### config.mk
export PLATFORM = sky130hd
export DESIGN_NAME = angle_correction_seq
export DESIGN_NICKNAME = d
export VERILOG_FILES = /design/src/rtl/angle_correction_seq.sv
export SDC_FILE = /design/constraint.sdc
export NUM_CORES = 1
export LEC_CHECK = 0
export CAP_MARGIN = 20
export CORE_MARGIN = 5
export CORE_UTILIZATION = 59
export DETAILED_ROUTE_END_ITERATION = 7
export PLACE_DENSITY_LB_ADDON = 0.15
export SLEW_MARGIN = 15
export SYNTH_ARGS = -nofsm -noshare
export SYNTH_HDL_FRONTEND = slang
export SYNTH_SLANG_ARGS = --single-unit
### constraint.sdc
create_clock -name clk -period 11.3 [get_ports clk]
set_clock_uncertainty 0.15 [all_clocks]
set_input_delay 2.26 -clock clk [delete_from_list [all_inputs] [get_ports clk]]
set_output_delay 2.26 -clock clk [all_outputs]
set_load 0.02 [all_outputs]
### src/rtl/angle_correction_seq.sv
`default_nettype none
// ============================================================================
// Module   : angle_correction_seq
// Purpose  : Signed servo angle correction from source/target angles and the
//            object's horizontal span. The result is clamped to a legal servo
//            range and converted to fixed-width ASCII decimal by repeated
//            subtraction. Uses a start/busy/done handshake.
// Revision : 1.0 - initial release
// ============================================================================
module angle_correction_seq #(
  parameter int ANG_W    = 12,
  parameter int X_W      = 9,
  parameter int DIGITS   = 4,
  parameter int CENTER   = 1500,
  parameter int DEADBAND = 30,
  parameter int GAIN     = 75,
  parameter int ANG_MIN  = 500,
  parameter int ANG_MAX  = 2500
) (
  input  logic                  clk,
  input  logic                  rst,
  input  logic                  start,
  input  logic [ANG_W-1:0]      source_angle,
  input  logic [ANG_W-1:0]      target_angle,
  input  logic [X_W-1:0]        x_left,
  input  logic [X_W-1:0]        x_right,
  input  logic                  left_or_right,
  output logic                  busy,
  output logic                  done,
  output logic [ANG_W-1:0]      corrected_bin,
  output logic [8*DIGITS-1:0]   corrected_ascii,
  output logic                  saturated
);

  // Internal signed width leaves headroom for span*GAIN plus the angle terms.
  localparam int IW    = ANG_W + X_W + 8;
  localparam int IDX_W = (DIGITS > 1) ? $clog2(DIGITS) : 1;

  localparam logic [IDX_W-1:0]      C_IDX_TOP  = IDX_W'(DIGITS - 1);
  localparam logic signed [IW-1:0]  C_CENTER   = IW'(CENTER);
  localparam logic signed [IW-1:0]  C_DEADBAND = IW'(DEADBAND);
  localparam logic signed [IW-1:0]  C_GAIN     = IW'(GAIN);
  localparam logic signed [IW-1:0]  C_MIN      = IW'(ANG_MIN);
  localparam logic signed [IW-1:0]  C_MAX      = IW'(ANG_MAX);
  localparam logic [ANG_W-1:0]      C_MIN_U    = ANG_W'(ANG_MIN);
  localparam logic [ANG_W-1:0]      C_MAX_U    = ANG_W'(ANG_MAX);
  localparam logic [8*DIGITS-1:0]   C_ASCII0   = {DIGITS{8'h30}};

  typedef enum logic [2:0] {
    ST_IDLE  = 3'd0,
    ST_CALC  = 3'd1,
    ST_CLAMP = 3'd2,
    ST_CONV  = 3'd3,
    ST_DONE  = 3'd4
  } state_t;

  // 10^n evaluated at elaboration only; the hardware sees a constant table.
  function automatic logic [31:0] pow10(input int n);
    logic [31:0] r;
    r = 32'd1;
    for (int i = 0; i < n; i++) begin
      r = r * 32'd10;
    end
    return r;
  endfunction

  logic [31:0] weight_tbl [DIGITS];

  generate
    for (genvar gi = 0; gi < DIGITS; gi++) begin : g_weight
      assign weight_tbl[gi] = pow10(gi);
    end
  endgenerate

  state_t                 state_q, state_d;
  logic [ANG_W-1:0]       src_q, src_d;
  logic [ANG_W-1:0]       tgt_q, tgt_d;
  logic [X_W-1:0]         xl_q, xl_d;
  logic [X_W-1:0]         xr_q, xr_d;
  logic                   lr_q, lr_d;
  logic signed [IW-1:0]   diff_q, diff_d;
  logic [ANG_W-1:0]       rem_q, rem_d;
  logic [ANG_W-1:0]       bin_pend_q, bin_pend_d;
  logic                   sat_pend_q, sat_pend_d;
  logic [IDX_W-1:0]       idx_q, idx_d;
  logic [3:0]             cnt_q, cnt_d;
  logic [8*DIGITS-1:0]    dig_q, dig_d;
  logic [ANG_W-1:0]       out_bin_q, out_bin_d;
  logic [8*DIGITS-1:0]    out_ascii_q, out_ascii_d;
  logic                   out_sat_q, out_sat_d;

  // Signed correction terms, all taken from the captured operands.
  logic signed [IW-1:0] src_ext, tgt_ext, xl_ext, xr_ext;
  logic signed [IW-1:0] span, off, base;
  logic [31:0]          weight;
  logic                 rem_ge_weight;

  assign src_ext = $signed({{(IW-ANG_W){1'b0}}, src_q});
  assign tgt_ext = $signed({{(IW-ANG_W){1'b0}}, tgt_q});
  assign xl_ext  = $signed({{(IW-X_W){1'b0}}, xl_q});
  assign xr_ext  = $signed({{(IW-X_W){1'b0}}, xr_q});
  assign span    = xr_ext - xl_ext;
  assign off     = (span - C_DEADBAND) * C_GAIN;
  assign base    = C_CENTER - src_ext + tgt_ext;

  assign weight        = weight_tbl[idx_q];
  assign rem_ge_weight = ({{(32-ANG_W){1'b0}}, rem_q} >= weight);

  assign busy            = (state_q != ST_IDLE);
  assign done            = (state_q == ST_DONE);
  assign corrected_bin   = out_bin_q;
  assign corrected_ascii = out_ascii_q;
  assign saturated       = out_sat_q;

  // Next-state and datapath update; every register holds unless its state acts.
  always_comb begin
    state_d     = state_q;
    src_d       = src_q;
    tgt_d       = tgt_q;
    xl_d        = xl_q;
    xr_d        = xr_q;
    lr_d        = lr_q;
    diff_d      = diff_q;
    rem_d       = rem_q;
    bin_pend_d  = bin_pend_q;
    sat_pend_d  = sat_pend_q;
    idx_d       = idx_q;
    cnt_d       = cnt_q;
    dig_d       = dig_q;
    out_bin_d   = out_bin_q;
    out_ascii_d = out_ascii_q;
    out_sat_d   = out_sat_q;

    case (state_q)
      ST_IDLE: begin
        if (start) begin
          src_d   = source_angle;
          tgt_d   = target_angle;
          xl_d    = x_left;
          xr_d    = x_right;
          lr_d    = left_or_right;
          state_d = ST_CALC;
        end
      end

      ST_CALC: begin
        diff_d  = lr_q ? (base + off) : (base - off);
        state_d = ST_CLAMP;
      end

      ST_CLAMP: begin
        if (diff_q < C_MIN) begin
          bin_pend_d = C_MIN_U;
          sat_pend_d = 1'b1;
        end else if (diff_q > C_MAX) begin
          bin_pend_d = C_MAX_U;
          sat_pend_d = 1'b1;
        end else begin
          bin_pend_d = diff_q[ANG_W-1:0];
          sat_pend_d = 1'b0;
        end
        rem_d   = bin_pend_d;
        idx_d   = C_IDX_TOP;
        cnt_d   = 4'd0;
        state_d = ST_CONV;
      end

      ST_CONV: begin
        if (rem_ge_weight) begin
          rem_d = rem_q - weight[ANG_W-1:0];
          cnt_d = cnt_q + 4'd1;
        end else begin
          dig_d[int'(idx_q)*8 +: 8] = 8'h30 + {4'h0, cnt_q};
          cnt_d = 4'd0;
          if (idx_q == '0) begin
            // Publish only once the last digit is known.
            out_bin_d   = bin_pend_q;
            out_sat_d   = sat_pend_q;
            out_ascii_d = dig_d;
            state_d     = ST_DONE;
          end else begin
            idx_d = idx_q - IDX_W'(1);
          end
        end
      end

      ST_DONE: begin
        state_d = ST_IDLE;
      end

      default: begin
        state_d = ST_IDLE;
      end
    endcase
  end

  // State register.
  always_ff @(posedge clk) begin
    if (rst) begin
      state_q <= ST_IDLE;
    end else begin
      state_q <= state_d;
    end
  end

  // Datapath and output registers; reset shows zero result and "0000" text.
  always_ff @(posedge clk) begin
    if (rst) begin
      src_q       <= '0;
      tgt_q       <= '0;
      xl_q        <= '0;
      xr_q        <= '0;
      lr_q        <= 1'b0;
      diff_q      <= '0;
      rem_q       <= '0;
      bin_pend_q  <= '0;
      sat_pend_q  <= 1'b0;
      idx_q       <= '0;
      cnt_q       <= 4'd0;
      dig_q       <= C_ASCII0;
      out_bin_q   <= '0;
      out_ascii_q <= C_ASCII0;
      out_sat_q   <= 1'b0;
    end else begin
      src_q       <= src_d;
      tgt_q       <= tgt_d;
      xl_q        <= xl_d;
      xr_q        <= xr_d;
      lr_q        <= lr_d;
      diff_q      <= diff_d;
      rem_q       <= rem_d;
      bin_pend_q  <= bin_pend_d;
      sat_pend_q  <= sat_pend_d;
      idx_q       <= idx_d;
      cnt_q       <= cnt_d;
      dig_q       <= dig_d;
      out_bin_q   <= out_bin_d;
      out_ascii_q <= out_ascii_d;
      out_sat_q   <= out_sat_d;
    end
  end

endmodule
`default_nettype wire

# --- Yosys cells after proc, flatten, opt, wreduce, memory -nomap -nowiden ---
# Index checks and enable logic that the tools add are counted.
totals:
  regBits: 183
  wordCells: 75
  ram_bits: 0
  rom_bits: 0
  latchBits: 0
  inputBits: 46
  n_memories: 0
op_classes:
  n_mul: 1
  magnitude_cmp: 4
  reduce_logical: 10
  addsub: 11
  mux: 20
  n_eq_ne: 9
  n_bitwise: 2
  shift: 2
  div_mod_pow: 0
op_table:
  columns: ["op", "count"]
  rows:
  - ["32-bit binary-select mux with 2-bit select", 1]
  - ["32-bit two-way mux", 2]
  - ["12-bit two-way mux", 3]
  - ["5-bit negator with 33-bit output", 1]
  - ["8-bit by 33-bit variable shift with 32-bit output (first input constant)", 1]
  - ["8-bit by 33-bit indexed part select with 32-bit output", 1]
  - ["32-bit bitwise mux", 1]
  - ["12-bit by 32-bit >= comparator with 1-bit output", 1]
  - ["29-bit by 13-bit greater-than comparator with 1-bit output (second input constant)", 1]
  - ["29-bit by 10-bit < comparator with 1-bit output (second input constant)", 1]
  - ["29-bit two-way mux", 1]
  - ["12-bit one-hot mux with 2 select lines", 1]
  - ["14-bit by 19-bit adder with 20-bit output", 1]
  - ["14-bit by 19-bit subtractor with 20-bit output", 1]
  - ["11-bit by 8-bit multiplier with 19-bit output (second input constant)", 1]
  - ["13-bit by 13-bit adder with 14-bit output", 1]
  - ["11-bit by 12-bit subtractor with 13-bit output (first input constant)", 1]
  - ["3-bit one-hot mux with 4 select lines", 1]
  - ["12-bit subtractor", 1]
  - ["10-bit by 6-bit subtractor with 11-bit output (second input constant)", 1]
  - ["2-bit inequality test (second input constant)", 5]
  - ["9-bit by 9-bit subtractor with 10-bit output", 1]
  - ["3-bit two-way mux", 3]
  - ["3-bit AND reduction", 3]
  - ["other kinds (19)", 24]

# --- Depth between registers and ports, before layout ---
# Gate-level depths: netlist of the first run.
depth:
  depth_word: 7
  ltp_mapped: 35
  depth_no_buf: 34

# --- Least setup slack after synthesis of the first run ---
# No wires, ideal clock.
synth_path:
  path_type: "reg-to-reg"
  start: "register xr_q[0]"
  end: "register diff_q[27]"
  path_slack_ps: 3522
  arrival_ps: 7533
  stages_incl_launch_ff: 34
  synth_period_minus_slack_ps: 7778
  setup_ps: 95
  n_path_buf: 1
  t_required_ps: 11055
  cell_sequence: "dfxtp_1 inv_1 ha_1 inv_1 fa_1 a21o_1 a21oi_1 xnor2_1 or4b_2 nand2_1 nor3_1 xnor2_1 ha_1 fa_1 inv_1 fa_1 inv_1 ha_1 clkbuf_1 a21oi_1 o211a_1 nor2_1 xnor2_1 or4b_4 or3_4 nor3b_1 nor2_1 nor2_1 xnor2_1 ha_1 or3_1 nor3b_1 o31ai_1 o311ai_1"
synth_between:
  elab_chain_cells: 5
  elab_cells_between_ends: 6
synth_rtl:
  columns: ["element", "line_no", "text"]
  rows:
  - ["from (decl)", "79", "logic [X_W-1:0] xr_q, xr_d;"]
  - ["from (signal assigned)", "228", "xr_q <= xr_d;"]
  - ["9-bit by 9-bit subtractor with 10-bit output *", "102", "assign span = xr_ext - xl_ext;"]
  - ["10-bit by 6-bit subtractor with 11-bit output *", "103", "assign off = (span - C_DEADBAND) * C_GAIN;"]
  - ["11-bit by 8-bit multiplier with 19-bit output *", "103", null]
  - ["14-bit by 19-bit subtractor with 20-bit output / 14-bit by 19-bit adder with 20-bit output (equally long branches)", "147", "diff_d = lr_q ? (base + off) : (base - off);"]
  - ["29-bit two-way mux *", "147", null]
  - ["to (signal assigned)", "230", "diff_q <= diff_d;"]
  - ["to (decl)", "81", "logic signed [IW-1:0] diff_q, diff_d;"]
# Every way passes the cells marked *; elsewhere a longest branch is shown, timed or not.
# A chain may end at the register's enable or synchronous reset.

# --- Worst setup path after layout of the first run ---
# Ends and elaborated chain as after synthesis.

==> flow_metrics.tcl, run 1 <==
set metrics [dict create \
    slew_viol_final 0 \
    start_util_pct 59.5 \
    io_pins 93 \
    postRouteAntennaNets 0 \
    firstDrtPassIters 5 \
    min_period_ns 8.33 \
    status "completed" \
    layout_commonest_cell "nand2_1" \
    grt_usage_pct 23.7 \
    ys_ff_latch 166 \
    finalSetupViolations 0 \
    dp_hpwl_um 18600 \
    syn_nets 1581 \
    gp_congestion 0.882 \
    slew_headroom_pct 33.7 \
    tightest_slew_ns 0.995 \
    via_per_inst 5.67 \
    area_growth_pct 15.3 \
    hold_class "register to register" \
    portBuffers 92 \
    crit_fanout 7 \
    cts.hold.buffers_added 0 \
    worst_r2r_path_depth 33 \
    r2r_slack_ns 2.97 \
    max_stage_delay_ns 0.64 \
    row_count 50 \
    final_nets 1632 \
    synth.distinct_cells 75 \
    htreeDepth 4 \
    rsz0062_at_grt "no" \
    numCtsBuffers 17 \
    clk_pin_slew_ns 0.08 \
    cts_root_buffer "clkbuf_16" \
    crit_type "register to register" \
    yosys_warnings 0 \
    layout_common_cells "nand2_1, dfxtp_1, a21oi_1, nor2_1, inv_1" \
    drv_cap 0 \
    synth_ff_type "dfxtp_1" \
    clockBufferDepth 2 \
    diodes 0 \
    place_area_sq_um 12100 \
    synth_area_sq_um 11100 \
    cp-start-kind "register" \
    die_w_um 147 \
    yosysSeqAreaShare_pct 30.1 \
    timing.final.hold_violations 0 \
    postCtsSetupBuffers 0 \
    first_global_vias 9308 \
    worstPathArrival_ns 8.52 \
    cts_resized 0 \
    clkSinkCount 166 \
    drive_gt1_share_pct 3.85 \
    reg2reg_from "xr_q[0]" \
    fmax_mhz 120 \
    vias 9729 \
    setup.worst_path.end "diff_q[27]" \
    synthCells 1417 \
    finalCritPeriodShare_pct 73.7 \
    grt_max_degree 96 \
    grt_pass1_wl_um 43300 \
    drtIter0Drc 459 \
    wl_um 25300 \
    antenna_found_initial 0 \
    wl_per_cell_um 14.7 \
    endpoint_kind "register" \
    timing.rr.end "diff_q[27]" \
    async_flop_share_pct 0 \
    required_ns 11.49 \
    drcViolationCount 0 \
    startpoint "xr_q[0]" \
    die-area_sq_um 21600 \
    clock_latency_ns 0.44 \
    fp.dieH_um 147 \
    cts_tree "built" \
    setup_tns_ns 0 \
    crit_slowest_cell "or4b_2" \
    postLayoutCellArea_sq_um 12700 \
    design.core.area_sq_um 18600 \
    synth-edff-count 0 \
    grt-ovfl-total 0 \
    postSynthAreaPerCell_sq_um 7.80 \
]
-- critical path, delay by kind of cell, from the launching register on --
kind | cells | cell delay (ns)
DFF | 1 | 0.32
adders and majority gates | 7 | 2.67
xor gates and xnor gates | 4 | 0.99
AOI/OAI and AO/OA | 9 | 1.72
and+or+nand+nor | 9 | 2.16
buffers and inverters | 4 | 0.20
-- routing by layer --
layer	vias to the layer above	GRT usage (%)	wire, um
li1	5007	-	-
met1	4484	29.1	11100
met2	188	41.9	12600
met3	50	3.64	932
met4	0	8.47	633
met5	-	0	0
-- Yosys cell counts (all sizes together) (3+ instances only) --
cell type / number / area share (%)
o21bai: 9 / 0.61
or3: 15 / 0.89
inv: 108 / 3.7
o21a: 13 / 0.88
nand2: 200 / 6.8
a22oi: 13 / 0.88
fa: 22 / 4.0
or4b: 3 / 0.31
xor2: 32 / 2.5
a21o: 23 / 1.6
ha: 96 / 11
a211o: 3 / 0.24
a211oi: 46 / 3.2
a31oi: 11 / 0.62
nand4: 6 / 0.34
o21ai: 44 / 2.0
nand3: 41 / 1.9
nand3b: 9 / 0.61
xnor2: 43 / 3.4
and4: 4 / 0.32
clkbuf: 59 / 2.0
dfxtp: 166 / 30
a21oi: 140 / 6.3
buf: 7 / 0.29
nor2: 118 / 4.0
o221ai: 3 / 0.24
o211ai: 5 / 0.34
a311oi: 3 / 0.24
nor4: 8 / 0.45
a221oi: 3 / 0.24
o311ai: 3 / 0.24
and2: 18 / 1.0
mux2i: 5 / 0.45
o31a: 3 / 0.24
nor3b: 9 / 0.61
a21boi: 8 / 0.54
nand2b: 17 / 0.96
or2: 7 / 0.40
nor3: 33 / 1.5
nor2b: 19 / 1.1
and3: 6 / 0.34
o31ai: 8 / 0.54
-- worst min-delay path by stage --
stage                                    from                  end  slack, ns  cells past startpoint
after global routing      corrected_ascii[23]  corrected_ascii[23]       0.32                      2
after CTS                           dig_q[20]            dig_q[20]       0.30                      1
after detailed placement            dig_q[20]            dig_q[20]       0.28                      1
after floorplan                     dig_q[12]            dig_q[12]       0.26                      1
after global placement              dig_q[21]            dig_q[21]       0.27                      1
final                               dig_q[20]            dig_q[20]       0.30                      1
-- logic make-up after synthesis --
logic type	after synthesis	share of synthesized area (%)
simple gates	523	22.4
compound gates	355	20.3
flops	166	30.1
xor+xnor	75	5.94
fa+ha+maj	118	14.8
mux	5	0.453
buf+inv	175	6.00
-- sequential cells by signal, indices dropped and copies added, names as in the netlist --
name and count:
bin_pend_q 12, cnt_q 4, corrected_ascii 32, corrected_bin 12
diff_q 20, dig_q 24, idx_q 2, lr_q 1
rem_q 12, sat_pend_q 1, saturated 1, src_q 12
state_q 3, tgt_q 12, xl_q 9, xr_q 9
-- area by class of cell --
class	count	area (sq um)
clock inverter	15	229
multi-input combinational	1076	7080
timing repair buffer	98	983
tap	234	293
sequential	166	3320
fill	1567	5840
inverter	109	409
clock buffer	17	425
-- stage by stage --
stage / util, % / hold slack (ns) / worst slack [ns] / instances
final: 68.6 / 0.298 / 2.97 / 1715
after global routing: 68.6 / 0.317 / 2.34 / 1715
after CTS: 68.4 / 0.300 / 2.99 / 1714
after detailed placement: 64.9 / 0.278 / 3.03 / 1682
after global placement: 64.9 / 0.275 / 3.22 / 1681
after floorplan: - / 0.262 / 3.52 / 1417
Power of run 1 is left out: the tool's default activity adds up to more than one toggle a clock period on the data nets, which glitch-free logic cannot reach.
==> run 2, diff against run 1 <==
- clock period: 11.3 -> 7.7 ns (I/O delays scaled with it)
==> run 2 against run 1 <==
Compared with the run above: critical path depth up 1; final area up 2.6%; cell count up 1.6%; non-clock buffer count up 30; maximum frequency up 13%; worst hold slack worse by 0.0035 ns.
==> flow_metrics.tcl, run 2 (synthesized netlist as in run 1, its figures left out) <==
set metrics [dict create \
    status "completed" \
    timing.final.hold_violations 0 \
    io_pins 93 \
    tightest_slew_ns 0.984 \
    min_period_ns 7.38 \
    largest_reg_flops 32 \
    fin_util_pct 70.4 \
    postRouteAntennaNets 0 \
    cts.hold.buffers_added 0 \
    layout_common_cells "nand2_1, dfxtp_1, a21oi_1, nor2_1, inv_1" \
    design.core.area_sq_um 18600 \
    endpoint_kind "register" \
    first_global_vias 9571 \
    slew_viol_final 0 \
    numCtsBuffers 17 \
    cts_tree "built" \
    antenna_found_initial 0 \
    diodes 0 \
    layout_commonest_cell "nand2_1" \
    final_nets 1662 \
    regArea_sq_um 3320 \
    drv_cap 0 \
    area_growth_pct 18.2 \
    multiInputGateArea_sq_um 7270 \
    drtIter0Drc 446 \
    gp_congestion 0.886 \
    drive_gt1_share_pct 7.82 \
    clk_pin_slew_ns 0.06 \
    crit_type "register to register" \
    cpMostUsedCell "inv_2" \
    row_count 50 \
    grt_pass1_wl_um 43700 \
    clock_latency_ns 0.42 \
    firstDrtPassIters 5 \
    required_ns 7.83 \
    finalCritPeriodShare_pct 95.8 \
    hold_class "register to register" \
    crit_slowest_cell "or4b_4" \
    clockBufferDepth 2 \
    htreeDepth 4 \
    grt_max_degree 61 \
    via_per_inst 5.70 \
    drcViolationCount 0 \
    crit_fanout 4 \
    cp-start-kind "register" \
    die-area_sq_um 21600 \
    fmax_mhz 136 \
    max_stage_delay_ns 0.52 \
    fp.dieH_um 147 \
    slew_headroom_pct 34.4 \
    finalSetupViolations 0 \
    start_util_pct 59.5 \
    die_w_um 147 \
    wl_per_cell_um 14.9 \
    clkSinkCount 166 \
    worstPathArrival_ns 7.51 \
    dp_hpwl_um 19300 \
    portBuffers 92 \
    vias 9927 \
    grt_usage_pct 23.9 \
    n_fill_cell 1541 \
    grt-ovfl-total 0 \
    cts_root_buffer "clkbuf_16" \
    wl_um 26000 \
]
-- run 2: worst paths after layout --
check / from / end / slack (ns) / cells past startpoint
setup / recovery: xr_q[0] / diff_q[17] / 0.32 / 34
hold / removal: dig_q[29] / dig_q[29] / 0.29 / 1
setup reg to reg: xr_q[0] / diff_q[17] / 0.32 / 34
hold reg to reg: dig_q[29] / dig_q[29] / 0.29 / 1
-- run 2: cell type report --
type	instances	share of cell area [%]
inverter	109	3.13
timing repair buffer	128	9.15
clock inverter	10	0.852
tap	234	2.24
sequential	166	25.4
clock buffer	20	3.57
multi-input combinational	1076	55.6
-- run 2: timing repair --
item	4_1_cts	5_1_grt
endpoints found under the setup margin	4	5
pin swaps	3	33
setup buffers	3	6
gates resized for setup	5	34
-- run 2: worst max-delay path: cells and delay by family, from the launching register on --
kind,cells,cell delay (ns)
DFF,1,0.32
adders and majority gates,6,2.11
xor gates and xnor gates,5,0.83
and+or+nand+nor,12,2.60
buffers and inverters,6,0.49
AOI/OAI and AO/OA,5,0.75
-- run 2: routing by layer --
metal / GRT usage, % / vias to the layer above / wire length, um
met3: 3.21 / 42 / 823
li1: - / 5051 / -
met1: 29.0 / 4626 / 11300
met2: 44.0 / 208 / 13500
met4: 6.68 / 0 / 456
met5: 0 / - / 0
-- run 2: through the flow --
| stage | area (sq um) | instances | setup WS, ns | TNS, ns | hold WS, ns |
|---|---|---|---|---|---|
| 6_report | 13100 | 1743 | 0.321 | 0 | 0.295 |
| 5_1_grt | 13100 | 1743 | -0.0564 | -0.0825 | 0.313 |
| 4_1_cts | 12900 | 1736 | 0.0295 | 0 | 0.296 |
| 3_5_place_dp | 12200 | 1703 | -0.186 | -0.254 | 0.278 |
| 3_3_place_gp | 12200 | 1703 | 0.0133 | 0 | 0.276 |
| 2_1_floorplan | 11100 | 1417 | 0.0427 | 0 | 0.262 |
Power of run 2 is left out for the same reason.
==> run 3, diff against run 2 <==
- CORE_UTILIZATION: 59 -> 60
- DONT_BUFFER_PORTS: unset -> 1
- GPL_TIMING_DRIVEN: unset -> 0
==> run 3 against run 2 <==
Compared with the run above: clock-buffer cell count fell by 3; via count grew 0.62%; critical path depth did not move; setup slack worse by 0.093 ns; utilization is 0.81 points lower; wire length up 10%; final area decreased by 4.1%.
==> flow_metrics.tcl, run 3 (synthesized netlist as in run 1, its figures left out) <==
set metrics [dict create \
    status "completed" \
    setup_tns_ns 0 \
    postLayoutCellArea_sq_um 12500 \
    antenna_found_initial 0 \
    fp.dieH_um 146 \
    row_count 49 \
    dp_hpwl_um 21100 \
    via_per_inst 5.88 \
    cts.hold.buffers_added 0 \
    rsz0062_at_grt "yes" \
    setup_ws_ns 0.228 \
    start_util_pct 61.3 \
    layout_commonest_cell "nand2_1" \
    cp-start-kind "register" \
    crit_fanout 5 \
    slew_headroom_pct 23.2 \
    portBuffers 0 \
    crit_type "register to register" \
    die-area_sq_um 21200 \
    postRouteAntennaNets 0 \
    design.core.area_sq_um 18000 \
    clk_pin_slew_ns 0.07 \
    vias 9989 \
    wl_per_cell_um 16.9 \
    io_pins 93 \
    grt_pass1_wl_um 46400 \
    timing.final.hold_violations 0 \
    numCtsBuffers 17 \
    cts_tree "built" \
    drcViolationCount 0 \
    firstDrtPassIters 5 \
    n_fill_cell 1468 \
    drive_gt1_share_pct 9.18 \
    wl_um 28800 \
    min_period_ns 7.47 \
    pre_cts_ws_ns -0.867 \
    endpoint_kind "register" \
    cts_root_buffer "clkbuf_16" \
    slew_viol_final 0 \
    hold_class "register to register" \
    crit_slowest_cell "or4b_4" \
    place_area_sq_um 11400 \
    drv_cap 0 \
    diodes 0 \
    first_global_vias 9607 \
    final_nets 1622 \
    drtIter0Drc 640 \
    finalCritPeriodShare_pct 97.0 \
    worstPathArrival_ns 7.66 \
    grt_max_degree 17 \
    clockBufferDepth 2 \
    finalHoldWorstSlack_ns 0.295 \
    gp_congestion 0.923 \
    die_w_um 146 \
    grt_usage_pct 26.0 \
    fmax_mhz 134 \
    area_growth_pct 13.4 \
    grt-ovfl-total 0 \
    htreeDepth 4 \
    clkSinkCount 166 \
    layout_common_cells "nand2_1, dfxtp_1, a21oi_1, nor2_1, inv_1" \
    clock_latency_ns 0.43 \
    largest_reg_flops 32 \
    finalSetupViolations 0 \
    max_stage_delay_ns 0.51 \
    required_ns 7.89 \
    tightest_slew_ns 1.14 \
]
run 3: cell types whose count changed in the layout (fill, tap and decap cells not counted), moves of 7 or more:
cell             previous run  this run
clkdlybuf4s50_1            91         0
clkbuf_1                    0        57
buf_4                      36        24
xnor2_1                    40        33
run 3: repair_timing:
item	CTS	global route
setup buffers	7	18
setup endpoints to repair	6	5
pin swaps	12	49
resized for setup	22	62
run 3: area by class of cell:
cell class / instances / area, sq um / share of cell area [%]
inverters: 109 / 409 / 3.26
clock inverters: 14 / 165 / 1.32
multi-input cells: 1076 / 7480 / 59.7
well taps: 229 / 287 / 2.29
repair buffers: 25 / 191 / 1.53
plain buffers: 63 / 245 / 1.96
flip-flops and latches: 166 / 3330 / 26.6
clock buffers: 17 / 425 / 3.39
run 3: per-layer routing:
layer	vias to the layer above	wire (um)	share of wire, %	GRT usage [%]
met4	0	875	3.0	10.2
met3	63	1630	5.7	4.83
li1	4984	-	-	-
met1	4635	11700	41	31.4
met5	-	0	0	0
met2	307	14500	51	45.7
run 3: per-stage QoR:
stage	std cells	util (%)
2_1_floorplan	1417	-
3_3_place_gp	1646	63.0
3_5_place_dp	1646	63.0
4_1_cts	1682	67.1
5_1_grt	1699	69.5
6_report	1699	69.5
run 3: final timing paths:
path	from	cells after the start	slack [ns]	end
worst max-delay path	xr_q[0]	34	0.23	diff_q[27]
worst min-delay path	dig_q[29]	1	0.30	dig_q[29]
worst max register to register	xr_q[0]	34	0.23	diff_q[27]
worst min register to register	dig_q[29]	1	0.30	dig_q[29]
run 3: critical path: cells and delay by family (launching register included):
| family | cells | cell delay (ns) |
|---|---|---|
| AOI/OAI and AO/OA | 5 | 0.89 |
| xor gates and xnor gates | 5 | 0.72 |
| adders and majority gates | 6 | 2.01 |
| buffers and inverters | 6 | 0.47 |
| DFF | 1 | 0.32 |
| and+or+nand+nor | 12 | 2.83 |
Power of run 3 is left out for the same reason.
